[src/rtl/irq_ctrl_pkg.sv]
// Shared constants for the external interrupt controller: source count,
// peripheral bus widths, register word indices and a byte-lane mask helper.
// Optional build macro used by this block: IRQ_CTRL_SYNC_EN (input synchronizers).
package irq_ctrl_pkg;

    localparam int IRQ_CTRL_NUM_SOURCES = 4;

    localparam int PERIPH_WB_AW = 32;
    localparam int PERIPH_WB_DW = 32;

    localparam logic [2:0] IRQ_CTRL_PENDING_IDX = 3'd0;
    localparam logic [2:0] IRQ_CTRL_ENABLE_IDX  = 3'd1;
    localparam logic [2:0] IRQ_CTRL_EDGE_IDX    = 3'd2;
    localparam logic [2:0] IRQ_CTRL_CLAIM_IDX   = 3'd3;

    // Expand the four byte selects into a 32-bit write mask.
    function automatic logic [31:0] sel_to_mask(input logic [3:0] sel);
        return {{8{sel[3]}}, {8{sel[2]}}, {8{sel[1]}}, {8{sel[0]}}};
    endfunction

endpackage

[src/rtl/irq_gateway.sv]
// Per-source interrupt gateway: optional 2-flop synchronizer, previous-sample
// register and pending flop (level: follows source; edge: set on rise, cleared by claim).
// Build macro IRQ_CTRL_SYNC_EN adds the synchronizer (+2 cycles of latency).
module irq_gateway (
    input  logic clk_i,
    input  logic rstn_i,
    input  logic mode,
    input  logic claim_clear,
    input  logic src,
    output logic pending
);

    logic src_s;
    logic prev_q;
    logic pending_q;

`ifdef IRQ_CTRL_SYNC_EN
    logic [1:0] sync_q;

    // Two-flop synchronizer so the source may be asynchronous to clk_i.
    always_ff @(posedge clk_i or negedge rstn_i) begin
        if (!rstn_i) begin
            sync_q <= 2'b00;
        end else begin
            sync_q <= {sync_q[0], src};
        end
    end

    assign src_s = sync_q[1];
`else
    assign src_s = src;
`endif

    // Edge mode: a new rising edge wins over a claim in the same cycle.
    always_ff @(posedge clk_i or negedge rstn_i) begin
        if (!rstn_i) begin
            prev_q    <= 1'b0;
            pending_q <= 1'b0;
        end else begin
            prev_q <= src_s;
            if (mode) begin
                pending_q <= (src_s & ~prev_q) | (pending_q & ~claim_clear);
            end else begin
                pending_q <= src_s;
            end
        end
    end

    assign pending = pending_q;

endmodule

[src/rtl/irq_ctrl.sv]
// Wishbone-slave external interrupt controller with per-source enable, edge/level
// mode, claim/complete and in-service masking; ack one cycle after accept, never stalls.
// Build macro IRQ_CTRL_SYNC_EN: source-to-irq_o latency 4 cycles instead of 2.
module irq_ctrl
    import irq_ctrl_pkg::*;
#(
    parameter int NUM_SOURCES = IRQ_CTRL_NUM_SOURCES
) (
    input  logic                      clk_i,
    input  logic                      rstn_i,
    input  logic                      wb_cyc,
    input  logic                      wb_stb,
    input  logic                      wb_we,
    input  logic [PERIPH_WB_AW-1:0]   wb_adr,
    input  logic [PERIPH_WB_DW-1:0]   wb_dat_w,
    input  logic [PERIPH_WB_DW/8-1:0] wb_sel,
    output logic [PERIPH_WB_DW-1:0]   wb_dat_r,
    output logic                      wb_ack,
    output logic                      wb_stall,
    output logic                      wb_err,
    output logic                      wb_rty,
    input  logic [NUM_SOURCES-1:0]    irq_src_i,
    output logic                      irq_o
);

    logic                    accept;
    logic [2:0]              idx;
    logic [31:0]             wr_mask;
    logic [NUM_SOURCES-1:0]  pending;
    logic [NUM_SOURCES-1:0]  enable_q, enable_d;
    logic [NUM_SOURCES-1:0]  edge_q, edge_d;
    logic [NUM_SOURCES-1:0]  is_q, is_d;
    logic [NUM_SOURCES-1:0]  eligible;
    logic [NUM_SOURCES-1:0]  lowest;
    logic [NUM_SOURCES-1:0]  claim_clear;
    logic [NUM_SOURCES-1:0]  cmp_mask;
    logic [4:0]              claim_id;
    logic                    claim_rd;
    logic                    cmp_wr;
    logic [PERIPH_WB_DW-1:0] rd_data;
    logic                    ack_q;
    logic [PERIPH_WB_DW-1:0] dat_r_q;
    logic                    irq_q;
    logic                    unused_bits;

    assign accept   = wb_cyc & wb_stb;
    assign idx      = wb_adr[2:0];
    assign wr_mask  = sel_to_mask(wb_sel);
    assign claim_rd = accept & ~wb_we & (idx == IRQ_CTRL_CLAIM_IDX);
    assign cmp_wr   = accept & wb_we & (idx == IRQ_CTRL_CLAIM_IDX) & wb_sel[0];

    assign eligible = pending & enable_q & ~is_q;
    // Isolate the lowest set bit: that is the source a claim hands out.
    assign lowest      = eligible & (-eligible);
    assign claim_clear = claim_rd ? lowest : '0;

    genvar g;
    generate
        for (g = 0; g < NUM_SOURCES; g++) begin : g_gw
            irq_gateway u_gw (
                .clk_i       (clk_i),
                .rstn_i      (rstn_i),
                .mode        (edge_q[g]),
                .claim_clear (claim_clear[g]),
                .src         (irq_src_i[g]),
                .pending     (pending[g])
            );
        end
    endgenerate

    // Priority encode the lowest-numbered eligible source into its ID (0 = none).
    always_comb begin
        claim_id = 5'd0;
        for (int i = NUM_SOURCES - 1; i >= 0; i--) begin
            if (eligible[i]) begin
                claim_id = 5'(i + 1);
            end
        end
    end

    // Next-state of ENABLE, EDGE and the in-service mask from bus writes and claims.
    always_comb begin
        enable_d = enable_q;
        edge_d   = edge_q;
        cmp_mask = '0;
        for (int i = 0; i < NUM_SOURCES; i++) begin
            cmp_mask[i] = cmp_wr & (wb_dat_w[4:0] == 5'(i + 1));
            if (accept && wb_we && idx == IRQ_CTRL_ENABLE_IDX && wr_mask[i]) begin
                enable_d[i] = wb_dat_w[i];
            end
            if (accept && wb_we && idx == IRQ_CTRL_EDGE_IDX && wr_mask[i]) begin
                edge_d[i] = wb_dat_w[i];
            end
        end
        is_d = (is_q | claim_clear) & ~cmp_mask;
    end

    // Read mux; unimplemented indices and bits above NUM_SOURCES read as zero.
    always_comb begin
        rd_data = '0;
        case (idx)
            IRQ_CTRL_PENDING_IDX: rd_data = {{(PERIPH_WB_DW - NUM_SOURCES){1'b0}}, pending};
            IRQ_CTRL_ENABLE_IDX:  rd_data = {{(PERIPH_WB_DW - NUM_SOURCES){1'b0}}, enable_q};
            IRQ_CTRL_EDGE_IDX:    rd_data = {{(PERIPH_WB_DW - NUM_SOURCES){1'b0}}, edge_q};
            IRQ_CTRL_CLAIM_IDX:   rd_data = {{(PERIPH_WB_DW - 5){1'b0}}, claim_id};
            default:              rd_data = '0;
        endcase
    end

    // Register state, the bus response and the interrupt request.
    always_ff @(posedge clk_i or negedge rstn_i) begin
        if (!rstn_i) begin
            enable_q <= '0;
            edge_q   <= '0;
            is_q     <= '0;
            ack_q    <= 1'b0;
            dat_r_q  <= '0;
            irq_q    <= 1'b0;
        end else begin
            enable_q <= enable_d;
            edge_q   <= edge_d;
            is_q     <= is_d;
            ack_q    <= accept;
            dat_r_q  <= (accept && !wb_we) ? rd_data : '0;
            irq_q    <= |eligible;
        end
    end

    // An aborted cycle (cyc dropped) must never see the pending ack.
    assign wb_ack   = ack_q & wb_cyc;
    assign wb_dat_r = dat_r_q;
    assign wb_stall = 1'b0;
    assign wb_err   = 1'b0;
    assign wb_rty   = 1'b0;
    assign irq_o    = irq_q;

    assign unused_bits = ^{wb_adr[PERIPH_WB_AW-1:3], wb_dat_w[PERIPH_WB_DW-1:NUM_SOURCES],
                           wr_mask[31:NUM_SOURCES]};

endmodule

[config.mk]
export PLATFORM = sky130hd
export DESIGN_NAME = irq_ctrl
export DESIGN_NICKNAME = d
export VERILOG_FILES = /design/src/rtl/irq_ctrl_pkg.sv /design/src/rtl/irq_gateway.sv /design/src/rtl/irq_ctrl.sv
export SDC_FILE = /design/constraint.sdc
export NUM_CORES = 1
export LEC_CHECK = 0
export CAP_MARGIN = 20
export CORE_MARGIN = 4
export CORE_UTILIZATION = 55
export CTS_CLUSTER_SIZE = 28
export DETAILED_ROUTE_END_ITERATION = 10
export DONT_BUFFER_PORTS = 1
export PLACE_DENSITY = 0.81
export SLEW_MARGIN = 20
export SYNTH_ARGS = -nofsm -noshare
export SYNTH_HDL_FRONTEND = slang
export SYNTH_SLANG_ARGS = --single-unit
[constraint.sdc]
create_clock -name clk_i -period 3.9 [get_ports clk_i]
set_clock_uncertainty 0.1 [all_clocks]
set_input_delay 0.39 -clock clk_i [delete_from_list [all_inputs] [get_ports clk_i]]
set_output_delay 0.39 -clock clk_i [all_outputs]
set_load 0.05 [all_outputs]
==> results of run 1 <==
## power breakdown
group,total (mW),internal (mW),switching [mW],leakage [nW]
logic,0.123,0.0308,0.0918,0.360
registers,0.316,0.292,0.0241,0.327
clock network,0.132,0.0571,0.0754,0.0210
## worst min path at each step
stage	end	depth (start not counted)	slack, ps	from
after floorplan	ack_q	0	-6	rstn_i
after detailed placement	wb_dat_r[0]	0	-5	rstn_i
final	wb_dat_r[2]	1	40	wb_we
after global placement	g_gw[0].u_gw.pending	0	-5	rstn_i
after global routing	wb_dat_r[2]	1	5	wb_we
after CTS	wb_dat_r[2]	1	30	wb_we
## sequential cells by signal, summed over array words and instances (netlist names)
| register | cells |
|---|---|
| enable_q | 4 |
| g_gw.u_gw.prev_q | 4 |
| edge_q | 4 |
| g_gw.u_gw.pending | 4 |
| ack_q | 1 |
| wb_dat_r | 4 |
| irq_o | 1 |
| is_q | 4 |
## stage by stage
stage	hold slack [ps]	instances
2_1_floorplan	-5.59	164
3_3_place_gp	-4.89	160
3_5_place_dp	-4.86	160
4_1_cts	25.7	170
5_1_grt	4.99	170
6_report	35.3	170
## final cells by class
class | instances | area (um^2)
flip-flops and latches | 26 | 651
clock buffers | 4 | 36.3
fillers | 223 | 1040
well taps | 30 | 37.5
multi-input cells | 99 | 628
inverters | 5 | 18.8
repair buffers | 6 | 70.1
## layout by cell type, fill, tap and decap left out, types with 2 or more instances in the layout
cell,count
a2111oi_0,3
a21oi_1,8
a32o_1,4
a32oi_1,2
and3b_1,2
clkbuf_4,3
conb_1,31
dfrtp_1,26
dlygate4sd3_1,5
inv_1,5
mux2_2,8
mux2i_1,4
nand2_1,10
nand3_1,2
nor2_1,10
nor3b_2,2
## logic make-up after synthesis
kind of cell / Yosys count
other: 1
AOI/OAI and AO/OA: 18
muxes: 12
DFF: 26
and+or+nand+nor: 38
buffers and inverters: 39
## layer usage
layer / share of wire [%] / up-vias / GRT usage (%)
li1: - / 418 / -
met1: 40 / 447 / 18.1
met2: 50 / 48 / 27.4
met3: 9.0 / 8 / 3.92
met4: 1.7 / 0 / 7.77
met5: 0 / - / 0
## what timing repair did
| action | CTS | global route |
|---|---|---|
| endpoints found under the hold margin | 30 | 0 |
| setup buffers | 0 | 0 |
| hold buffers | 6 | 0 |
| resized for setup | 0 | 0 |
==> results.md, run 1 <==
- FF-to-FF End: wb_dat_r[0]
- Final Power: 571 uW
- TritonCTS Buffers: 3
- Worst Path Class, Setup: reg2reg
- FMAX: 603 MHz
- Syn avg cell area: 10.7 um^2
- 1st-pass router iterations: 4
- Synth area leaders: dfrtp_1 (45%), buf_4 (17%), mux2_2 (6.3%)
- Simple-gate share of the synthesized area: 17.4%
- Final Util: 58.2%
- Longest Clk Path Bufs: 2
- Rows: 18
- Critical Path Sink Type: register
- Share of cells above drive strength 1: 13.6%
- Post-route ant nets: 0
- Warnings, synthesis: 0
- Critical Path Sink: wb_dat_r[0]
- Final Worst Setup Slack: 2240 ps
- Largest delay share family, worst path: compound AO/OA/AOI/OAI gates
- Status: finished, final reports clean
- Slowest cell on crit path: a2111oi_0
- CTS Sinks: 26
- Fin area: 1440 um^2
- Final setup violation count: 0
- Starting Density: 58.0%
- CP Launch Point: g_gw[1].u_gw.pending
- WP buf/inv: 0
- Max Slew Vio Count: 0
- Main combinational cell family by area after synthesis: buffers and inverters
- Reg clk slew, reported paths: 130 ps
- Die Ht: 59.1 um
- Max VDD drop: 0.253 mV
- Syn Inst Count: 134
- Total wire length: 2650 um
- Post-Synth Adder-Cell Area: 0%
- Reg2reg setup slack: 2240 ps
- Core area: 2480 um^2
- Most common cell in the synthesized netlist: buf_4
- XOR/XNOR share of the synthesized area: 0%
- Worst path required time: 3980 ps
- Synth cell types: 29
- Sequential element share of the synthesized area: 45.3%
- Port Buffer Count: 0
- Final min period: 1660 ps
- Initial antenna violation count: 0
- Register bit total from synthesis: 26
- P&R area growth vs syn: 0.261%
- Pleak: 0.707 nW
- Remaining DRCs: 0
- Main synth FF type: dfrtp_1
- H-tree lvl count: 1
- Total negative slack: 0 ps
- # nets final: 218
- First-pass GRT wire length: 4110 um
- Worst skew pair latency: 320 ps
- Most frequent cells after synthesis: buf_4 (33), dfrtp_1 (26), nand2_1 (10), nor2_1 (10)
- Final hold violations: 0
- Crit share post-route: 42.5%
- Clock root buffer: clkbuf_4
- Die area: 3500 um^2
- Placer Congestion: 0.836
- Die width: 59.1 um
- RSZ-0062 raised after global routing: no
- Post-DR wirelength/cell: 15.6 um
- Ys async rst share: 100%
- Mux contribution to synthesized area: 9.05%
- HP Class: in2reg
- Max-cap violations: 0
- Top cell type's share of synthesized area: 45.3%
- Worst-path cell chain: and3b_1 -> nor2_1 -> o21bai_1 -> a2111oi_0
- Crit Path Max Fanout: 3
- Synth area leader: dfrtp_1
- Post-DP HPWL: 2010 um
- Dpl cell area: 1340 um^2
- Logic depth of the worst path, buffers included: 4
- Reg2reg start: g_gw[1].u_gw.pending
- CTS tree: done
- Mapped cell area: 1440 um^2
- Power per cell area: 396 nW/um^2
- Initial DRC count: 32
- CP arrival: 1730 ps
- EDFF count, synth: 0
- Largest net degree at the start of global routing: 27
- GRT Residual Overflow: 0
- Diodes inserted: 0
- Total track usage: 15.8%
- CP Launch Type: register
- Synth Area in Compound Gates: 9.14%
- Number of global-route vias before repair: 953
- Place WS: 2220 ps
- Vias per cell: 5.42
- Crit path largest cell delay: 470 ps
- Vias: 921
- R2r worst-path depth: 4
- Ports: 114
(Power assumes the default switching activity.)
==> run 2: changes to the inputs <==
==> constraint.sdc (replaced) <==
create_clock -name clk_i -period 1.65 [get_ports clk_i]
set_clock_uncertainty 0.1 [all_clocks]
set_input_delay 0.165 -clock clk_i [delete_from_list [all_inputs] [get_ports clk_i]]
set_output_delay 0.165 -clock clk_i [all_outputs]
set_load 0.05 [all_outputs]
==> results.md, run 2 (same netlist as run 1, synthesis figures left out) <==
- Starting Density: 58.0% (unchanged)
- HP Class: in2reg
- Post-DR wirelength/cell: 16.2 um (+3.7%)
- Max-cap violations: 0 (unchanged)
- Internal cell power: 915 uW (+140%)
- Crit Path Max Fanout: 4 (+1)
- Largest net degree at the start of global routing: 27 (unchanged)
- Fin area: 1560 um^2 (+8.2%)
- Vias per cell: 5.24 (-3.3%)
- Slowest cell on crit path: dlygate4sd3_1
- Port Buffer Count: 0 (unchanged)
- Total track usage: 17.0% (+1.1 points)
- Max Slew Vio Count: 0 (unchanged)
- Final min period: 1610 ps
- TritonCTS Buffers: 3 (unchanged)
- Final Worst Setup Slack: 39.0 ps (-2200 ps)
- Die Ht: 59.1 um (unchanged)
- Longest Clk Path Bufs: 2 (unchanged)
- Largest delay share family, worst path: buffers and inverters
- P&R area growth vs syn: 8.53%
- Clock root buffer: clkbuf_4
- Diodes inserted: 0 (unchanged)
- Place WS: 17.3 ps (-2210 ps)
- Status: finished, final reports clean
- Number of global-route vias before repair: 994 (+4.3%)
- Initial antenna violation count: 0 (unchanged)
- Reg2reg setup slack: 90 ps (-2150 ps)
- Post-route insts no fill: 180 (+5.9%)
- Final setup violation count: 0 (unchanged)
- CTS Sinks: 26 (unchanged)
- Worst-path cell chain: dlygate4sd3_1 -> nand2_1 -> dlygate4sd3_1 -> a2111oi_0
- Pleak: 0.753 nW (+6.5%)
- WP buf/inv: 2 (+2)
- Crit share post-route: 97.6%
- Reg clk slew, reported paths: 130 ps (about the same)
- Final Power: 1.39 mW (+140%)
- H-tree lvl count: 1 (unchanged)
- Post-CTS setup buffers: 0 (unchanged)
- FF-to-FF End: wb_dat_r[0]
- Multi-input logic area: 647 um^2 (+3.0%)
- GRT Residual Overflow: 0 (unchanged)
- Share of cells above drive strength 1: 14.7% (+1.1 points)
- Core area: 2480 um^2 (unchanged)
- Worst Path Class, Setup: in2reg
- Worst path required time: 1750 ps (-2230 ps)
- Initial DRC count: 21 (-34%)
- Cells after DPL: 160 (unchanged)
- FF+latch area: 651 um^2 (unchanged)
- Critical Path Sink Type: register
- CP arrival: 1710 ps (-20 ps)
- Max VDD drop: 0.582 mV (+130%)
- Post-DP HPWL: 2010 um (unchanged)
- Hold Crit Endpoint: is_q[3]
- Dpl cell area: 1340 um^2 (unchanged)
- Min-Delay Startpoint: wb_dat_w[0]
- Remaining DRCs: 0 (unchanged)
- Vias: 943 (+2.4%)
- Placer Congestion: 0.836 (unchanged)
- Total wire length: 2910 um (+9.8%)
- Power per cell area: 889 nW/um^2 (+120%)
- 1st-pass router iterations: 4 (unchanged)
- Worst Tran Pin Value: 514 ps
- CTS tree: done
- First-pass GRT wire length: 4420 um (+7.4%)
- Most common cell after layout, fill and taps aside: conb_1
- Gate power share: 23.4% (+1.9 points)
- Post-route ant nets: 0 (unchanged)
- Worst skew pair latency: 320 ps (about the same)
- # nets final: 228 (+4.6%)
- Commonest cells after routing, fill and taps aside: conb_1 (31), dfrtp_1 (26), dlygate4sd3_1 (15), nand2_1 (10), nor2_1 (9)
- Fillers: 207 (-7.2%)
- Max transition margin: 66.0%
- Final Util: 63.0% (+4.8 points)
- Clock power share: 22.7% (-0.5 points)
- Sw Pwr: 472 uW (+150%)
- R2r worst-path depth: 4 (unchanged)
- Net Sw Frac: 34.0% (+0.52 points)
- Hold depth: 2 (+1)
- Sequential Power Share: 53.8% (-1.5 points)
- RSZ-0062 raised after global routing: yes
- Ports: 114 (unchanged)
- CP Launch Type: input pin
- Reg2reg start: g_gw[1].u_gw.pending
- Die area: 3500 um^2 (unchanged)
- FMAX: 621 MHz
- Crit path largest cell delay: 630 ps (+160 ps)
- Final hold violations: 0 (unchanged)
- Die width: 59.1 um (unchanged)
- Rows: 18 (unchanged)
- Most common cell on crit path: dlygate4sd3_1
run 2: repair_timing:
item,in CTS,in global routing
hold endpoints to repair,51,0
setup endpoints to repair,1,4
hold buffers,16,0
resized for setup,1,5
run 2: area by class of cell:
cell class | count | share of cell area (%)
multi-input cells | 99 | 41.5
clock buffers | 4 | 2.33
well taps | 30 | 2.41
inverters | 5 | 1.20
flip-flops and latches | 26 | 41.7
repair buffers | 16 | 10.9
run 2: worst max-delay path by stage:
stage	slack, ps	from	endpoint	cells after the start
3_5_place_dp	20	g_gw[1].u_gw.pending	wb_dat_r[0]	4
5_1_grt	-30	g_gw[0].u_gw.pending	wb_dat_r[1]	4
2_1_floorplan	210	g_gw[0].u_gw.pending	g_gw[3].u_gw.pending	5
4_1_cts	20	g_gw[1].u_gw.pending	wb_dat_r[2]	4
6_report	40	wb_stb	wb_dat_r[2]	4
3_3_place_gp	80	g_gw[1].u_gw.pending	wb_dat_r[2]	4
run 2: per-layer routing:
| layer | share of wire, % | up-vias | track usage, % |
|---|---|---|---|
| met1 | 39 | 467 | 18.8 |
| li1 | - | 437 | - |
| met3 | 6.0 | 5 | 3.70 |
| met4 | 1.1 | 0 | 6.15 |
| met5 | 0 | - | 0 |
| met2 | 54 | 34 | 31.5 |
run 2: per-stage QoR:
stage	hold slack, ps	TNS [ps]
floorplan	-231	0
global placement	-230	0
CTS	2.94	0
detailed placement	-230	0
finish	13.7	0
global route	5.17	-43.9
run 2: power groups by stage:
stage | clock (mW) | combinational [mW] | sequential (mW)
3_5_place_dp | 0 | 0.260 | 0.759
5_1_grt | 0.352 | 0.346 | 0.754
6_report | 0.315 | 0.325 | 0.746
3_3_place_gp | 0 | 0.256 | 0.754
4_1_cts | 0.324 | 0.315 | 0.746
2_1_floorplan | 0 | 0.314 | 0.747
run 2: worst reg2reg max path, cell delays in order (launching register included):
cell and delay [ps]:
dfrtp_1 420, and3b_1 230, nor2_2 170, o21bai_1 100
a2111oi_2 430
==> run 3: changes to the inputs <==
--- a/config.mk
+++ b/config.mk
@@ -8,6 +8,7 @@
 export CAP_MARGIN = 20
 export CORE_MARGIN = 4
 export CORE_UTILIZATION = 55
+export CTS_BUF_LIST = sky130_fd_sc_hd__clkbuf_4 sky130_fd_sc_hd__clkbuf_8
 export CTS_CLUSTER_SIZE = 28
 export DETAILED_ROUTE_END_ITERATION = 10
 export DONT_BUFFER_PORTS = 1
==> results of run 3 <==
Same layout as run 2: the final DEF is identical, and so are final timing and power.
